$ cat src/rtl/id_decode_unit.sv
// ID-stage block for the RV32I pipeline: field extraction, main control decode,
// immediate generation, and the 32x32 integer register file with WB write-through.
module id_decode_unit #(
    parameter int unsigned XLEN  = 32,
    parameter int unsigned NREGS = 32
) (
    input  logic        clk,
    input  logic        reset,
    input  logic [31:0] instr,
    input  logic        wb_we,
    input  logic [4:0]  wb_addr,
    input  logic [31:0] wb_data,
    output logic [4:0]  rs1,
    output logic [4:0]  rs2,
    output logic [4:0]  rd,
    output logic [2:0]  funct3,
    output logic        funct7_5,
    output logic [31:0] rs1_data,
    output logic [31:0] rs2_data,
    output logic [31:0] imm,
    output logic [2:0]  imm_sel,
    output logic        reg_write,
    output logic        mem_read,
    output logic        mem_write,
    output logic        mem_to_reg,
    output logic        branch,
    output logic        jump,
    output logic        alu_src,
    output logic        illegal,
    output logic [1:0]  alu_op
);

    localparam logic [6:0] OpR      = 7'b0110011;
    localparam logic [6:0] OpImm    = 7'b0010011;
    localparam logic [6:0] OpLoad   = 7'b0000011;
    localparam logic [6:0] OpStore  = 7'b0100011;
    localparam logic [6:0] OpBranch = 7'b1100011;
    localparam logic [6:0] OpLui    = 7'b0110111;
    localparam logic [6:0] OpAuipc  = 7'b0010111;
    localparam logic [6:0] OpJal    = 7'b1101111;
    localparam logic [6:0] OpJalr   = 7'b1100111;

    localparam logic [2:0] ImmI = 3'd0;
    localparam logic [2:0] ImmS = 3'd1;
    localparam logic [2:0] ImmB = 3'd2;
    localparam logic [2:0] ImmU = 3'd3;
    localparam logic [2:0] ImmJ = 3'd4;

    logic [XLEN-1:0] regs_q [NREGS];

    logic [6:0]  opcode;
    logic [31:0] imm_i, imm_s, imm_b, imm_u, imm_j;

    // {reg_write, mem_read, mem_write, mem_to_reg, branch, jump, alu_src}
    logic [6:0]  dec_ctrl;
    logic [1:0]  dec_alu_op;
    logic [2:0]  dec_imm_sel;
    logic        dec_bad;

    assign opcode   = instr[6:0];
    assign rs1      = instr[19:15];
    assign rs2      = instr[24:20];
    assign rd       = instr[11:7];
    assign funct3   = instr[14:12];
    assign funct7_5 = instr[30];

    assign imm_i = {{20{instr[31]}}, instr[31:20]};
    assign imm_s = {{20{instr[31]}}, instr[31:25], instr[11:7]};
    assign imm_b = {{19{instr[31]}}, instr[31], instr[7], instr[30:25], instr[11:8], 1'b0};
    assign imm_u = {instr[31:12], 12'b0};
    assign imm_j = {{11{instr[31]}}, instr[31], instr[19:12], instr[20], instr[30:21], 1'b0};

    // Register array: reset clears everything and wins over a same-cycle write; x0 never written.
    always_ff @(posedge clk) begin
        if (!reset) begin
            for (int i = 0; i < NREGS; i++) begin
                regs_q[i] <= '0;
            end
        end else if (wb_we && (wb_addr != 5'd0)) begin
            regs_q[wb_addr] <= wb_data;
        end
    end

    // Read ports: x0 is always zero, otherwise a pending WB write to the same index bypasses the array.
    always_comb begin
        rs1_data = '0;
        rs2_data = '0;
        if (rs1 != 5'd0) begin
            rs1_data = (wb_we && (wb_addr == rs1)) ? wb_data : regs_q[rs1];
        end
        if (rs2 != 5'd0) begin
            rs2_data = (wb_we && (wb_addr == rs2)) ? wb_data : regs_q[rs2];
        end
    end

    // Main control decode by opcode, with per-opcode funct3/funct7 legality checks.
    always_comb begin
        dec_ctrl    = 7'b0000000;
        dec_alu_op  = 2'b00;
        dec_imm_sel = ImmI;
        dec_bad     = 1'b0;
        case (opcode)
            OpR: begin
                dec_ctrl   = 7'b1000000;
                dec_alu_op = 2'b10;
                // Only SUB and SRA use funct7[5]
                dec_bad    = funct7_5 && (funct3 != 3'b000) && (funct3 != 3'b101);
            end
            OpImm: begin
                dec_ctrl   = 7'b1000001;
                dec_alu_op = 2'b11;
            end
            OpLoad: begin
                dec_ctrl = 7'b1101001;
                dec_bad  = (funct3 == 3'b011) || (funct3 == 3'b110) || (funct3 == 3'b111);
            end
            OpStore: begin
                dec_ctrl    = 7'b0010001;
                dec_imm_sel = ImmS;
                dec_bad     = (funct3 >= 3'b011);
            end
            OpBranch: begin
                dec_ctrl    = 7'b0000100;
                dec_alu_op  = 2'b01;
                dec_imm_sel = ImmB;
                dec_bad     = (funct3 == 3'b010) || (funct3 == 3'b011);
            end
            OpLui, OpAuipc: begin
                dec_ctrl    = 7'b1000001;
                dec_imm_sel = ImmU;
            end
            OpJal: begin
                dec_ctrl    = 7'b1000010;
                dec_imm_sel = ImmJ;
            end
            OpJalr: begin
                dec_ctrl = 7'b1000011;
                dec_bad  = (funct3 != 3'b000);
            end
            default: begin
                dec_bad = 1'b1;
            end
        endcase
    end

    // Illegal instructions (including the all-zero bubble) drive every control output to zero.
    always_comb begin
        illegal = dec_bad;
        {reg_write, mem_read, mem_write, mem_to_reg, branch, jump, alu_src} = 7'b0000000;
        alu_op  = 2'b00;
        imm_sel = ImmI;
        if (!dec_bad) begin
            {reg_write, mem_read, mem_write, mem_to_reg, branch, jump, alu_src} = dec_ctrl;
            alu_op  = dec_alu_op;
            imm_sel = dec_imm_sel;
        end
    end

    // Immediate select; unused selector codes yield zero.
    always_comb begin
        imm = '0;
        case (imm_sel)
            ImmI:    imm = imm_i;
            ImmS:    imm = imm_s;
            ImmB:    imm = imm_b;
            ImmU:    imm = imm_u;
            ImmJ:    imm = imm_j;
            default: imm = '0;
        endcase
    end

endmodule

$ cat config.mk
export PLATFORM = sky130hd
export DESIGN_NAME = id_decode_unit
export DESIGN_NICKNAME = d
export VERILOG_FILES = /design/src/rtl/id_decode_unit.sv
export SDC_FILE = /design/constraint.sdc
export NUM_CORES = 2
export LEC_CHECK = 0
export BUFFER_PORTS_ARGS = -buffer_cell sky130_fd_sc_hd__buf_2
export CORE_MARGIN = 8
export CORE_UTILIZATION = 45
export CTS_CLUSTER_SIZE = 30
export DETAILED_ROUTE_END_ITERATION = 7
export GPL_TIMING_DRIVEN = 0
export SYNTH_ARGS = -nofsm -noshare
export SYNTH_HDL_FRONTEND = slang
export SYNTH_SLANG_ARGS = --single-unit
export TNS_END_PERCENT = 20
$ cat constraint.sdc
create_clock -name clk -period 5.2 [get_ports clk]
set_input_delay 1.04 -clock clk [delete_from_list [all_inputs] [get_ports clk]]
set_output_delay 1.04 -clock clk [all_outputs]
set_load 0.02 [all_outputs]
==> reports/results.ini <==
[run_status]
status=finished, violations left
violations=max-capacitance violations, max-slew violations, negative setup slack

[routing]
initialDrtViolationCount=6763
drc=0
post_drt_wl_per_cell_um=40.7
routed-wl-met3_mm=37.3
drt_first_pass_iters=6
dr_total_vias=39013
met2_length_mm=101
drt-met1-wl_mm=82.1
top_layer_used=met5
wirelength_mm=235
drtAntennaViolNets=0
drt-vias-per-instance=6.75

[worst_setup_path]
cp_top_family=buffers and inverters
path_max_fanout=10
cp-startpoint=instr[17]
end_kind=primary output
worstSetupPathType=primary input to primary output
start_kind=primary input
cp.arrival_ps=4480
path_cells=buf_2 > buf_2 > buf_2 > buf_2 > mux2i_1 > a22oi_1 > nand4_1 > o211ai_1 > a22o_1 > buf_2
crit_required_ps=4160
crit_slowest_cell=a22oi_1
path_depth=10
critPathBufInv=5
cp_slowest_stage_delay_ps=640
crit_top_cell=buf_2
cp-endpoint=rs1_data[0]

[timing]
slew_violations=22
grt_setup_unrepaired=yes
finalCriticalPeriod_ps=5520
hold_violations=0
layout_setup_ws_ps=-324
setup_tns_ps=-2960
max_freq_mhz=181
hold_ws_ps=764
setup_viol=30
worst_slew_pin_slew_ps=1520
slew_headroom=-0.0157
timing.final.crit_share=1.06

[yosys]
ys.flop_type=edfxtp_1
synth-seq-area-share=0.556
syn_area_um2=55400
synth_xor_area_frac=0.00174
synth_warnings=0
synth_compound_area_frac=0.0537
synth-adder-area-share=0
synth-edff-count=1024
yosysTopAreaCell=edfxtp_1
netlist_instances=3666
synth.area.mux_share=0.224
yosysTopAreaCellShare=0.556
syn_area_per_cell_um2=15.1
synthTopCellsByArea=edfxtp_1 (56%), mux4_2 (21%), and2_1 (12%), clkbuf_1 (1.9%), a22oi_1 (1.7%)
yosys.area_share.simple=0.132
synthDistinctLibCells=61
async_reset_ff_frac=0
yosys_register_bits=1024
synth_top_family_by_area=multiplexers

[floorplanning]
start_util=0.454
core_region_area_um2=122000
pin_count=200
rows=128
die-area_um2=134000
die_y_um=367
fp.dieW_um=367

[global_route]
grt_antenna_before_repair=24
grt_pass1_vias=37390
grt_max_degree=33
grt_usage=0.339
grt-ovfl-total=0
grt_pass1_wl_mm=314

[cts]
postCtsHoldBufs=0
clock-sinks=1024
clk_pin_slew_ps=60
post_cts_buffers=0
post_cts_resize_count=74
htree_levels=3
cts_tree=yes
root_buffer=clkbuf_16
cts_inserted_buffers=109
cts_buffer_depth=3

[flow_run]
maxCapViolations=2

[final_layout]
drive_gt1_frac=0.276
largestRegisters=regs_q: 1024 flops
regMostFlops=regs_q
fin_nets=4118
layout_commonest_cell=edfxtp_1
layout_common_cells=edfxtp_1 (1024), and2_1 (1019), mux4_2 (512)
utilization=0.524
area_growth_pct=15.3
largest_reg_flops=1024

[power]
power.leakage_uw=0.0222
power.density_nw_per_um2=332
vdd_drop_max_uv=248

[min_path]
hold_class=primary input to flip-flop

[placed_design]
hpwl_mm=174
gp_congestion=1.07
numPortBuffers=194

## Yosys cell counts (7+ instances only)
master,instances
a211o_1,29
buf_2,69
nand2_1,30
nand2b_1,7
o22ai_1,31
mux2_2,12
mux4_2,512
buf_1,25
nand4_1,7
o21ai_0,36
mux2i_1,71
nor2b_1,21
o211ai_1,10
a21o_1,19
buf_4,32
a22oi_1,122
nand3_1,32
inv_1,8
and2_1,1019
nor3_1,13
edfxtp_1,1024
a21oi_1,34
clkbuf_1,287
a211oi_1,54
a22o_1,27
xnor2_1,9
nor2_1,47
## worst min-delay path by stage
stage	startpoint	to	cells after the start
3_5_place_dp	wb_data[5]	regs_q[6][5]$_SDFFCE_PN0P_	2
4_1_cts	wb_data[5]	regs_q[6][5]$_SDFFCE_PN0P_	2
2_1_floorplan	wb_data[31]	regs_q[1][31]$_SDFFCE_PN0P_	1
3_3_place_gp	wb_data[5]	regs_q[6][5]$_SDFFCE_PN0P_	2
6_report	wb_data[5]	regs_q[6][5]$_SDFFCE_PN0P_	2
5_1_grt	wb_data[5]	regs_q[6][5]$_SDFFCE_PN0P_	2
## through the flow
| step | setup slack (ps) | instances | power, uW | cell area (um^2) |
|---|---|---|---|---|
| global route | -151 | 5763 | 21500 | 63800 |
| CTS | -245 | 5760 | 21000 | 63700 |
| floorplan | 316 | 3697 | 11500 | 55500 |
| finish | -324 | 5776 | 21200 | 63800 |
| global placement | -3980 | 5516 | 12900 | 58500 |
| detailed placement | -783 | 5560 | 13000 | 59900 |
## metal layers
layer  GRT usage  vias up
met5     0.00285        -
met4       0.173        8
met3       0.146      720
met2       0.497     3239
met1       0.428    20023
li1            -    15023
## power breakdown
| part | switching, uW | internal, uW | leakage (uW) |
|---|---|---|---|
| Sequential | 235 | 9540 | 0.00975 |
| Combinational | 2040 | 1180 | 0.0107 |
| Clock | 3440 | 4760 | 0.00179 |
## area by class of cell
type	instances	area [um^2]
antenna	16	40.0
buffer	418	2030
clock buffer	134	2890
clock inverter	66	763
fill	10090	58000
inverter	9	33.8
multi-input combinational	2246	23300
sequential	1024	30700
tap	1625	2030
timing repair buffer	238	2010
## logic make-up after synthesis
group	after synthesis
buffers and inverters	427
muxes	595
AOI/OAI and AO/OA	405
other	1
DFF	1024
and+or+nand+nor	1203
xor gates and xnor gates	11
No activity file was read; power rests on OpenSTA's default activity.
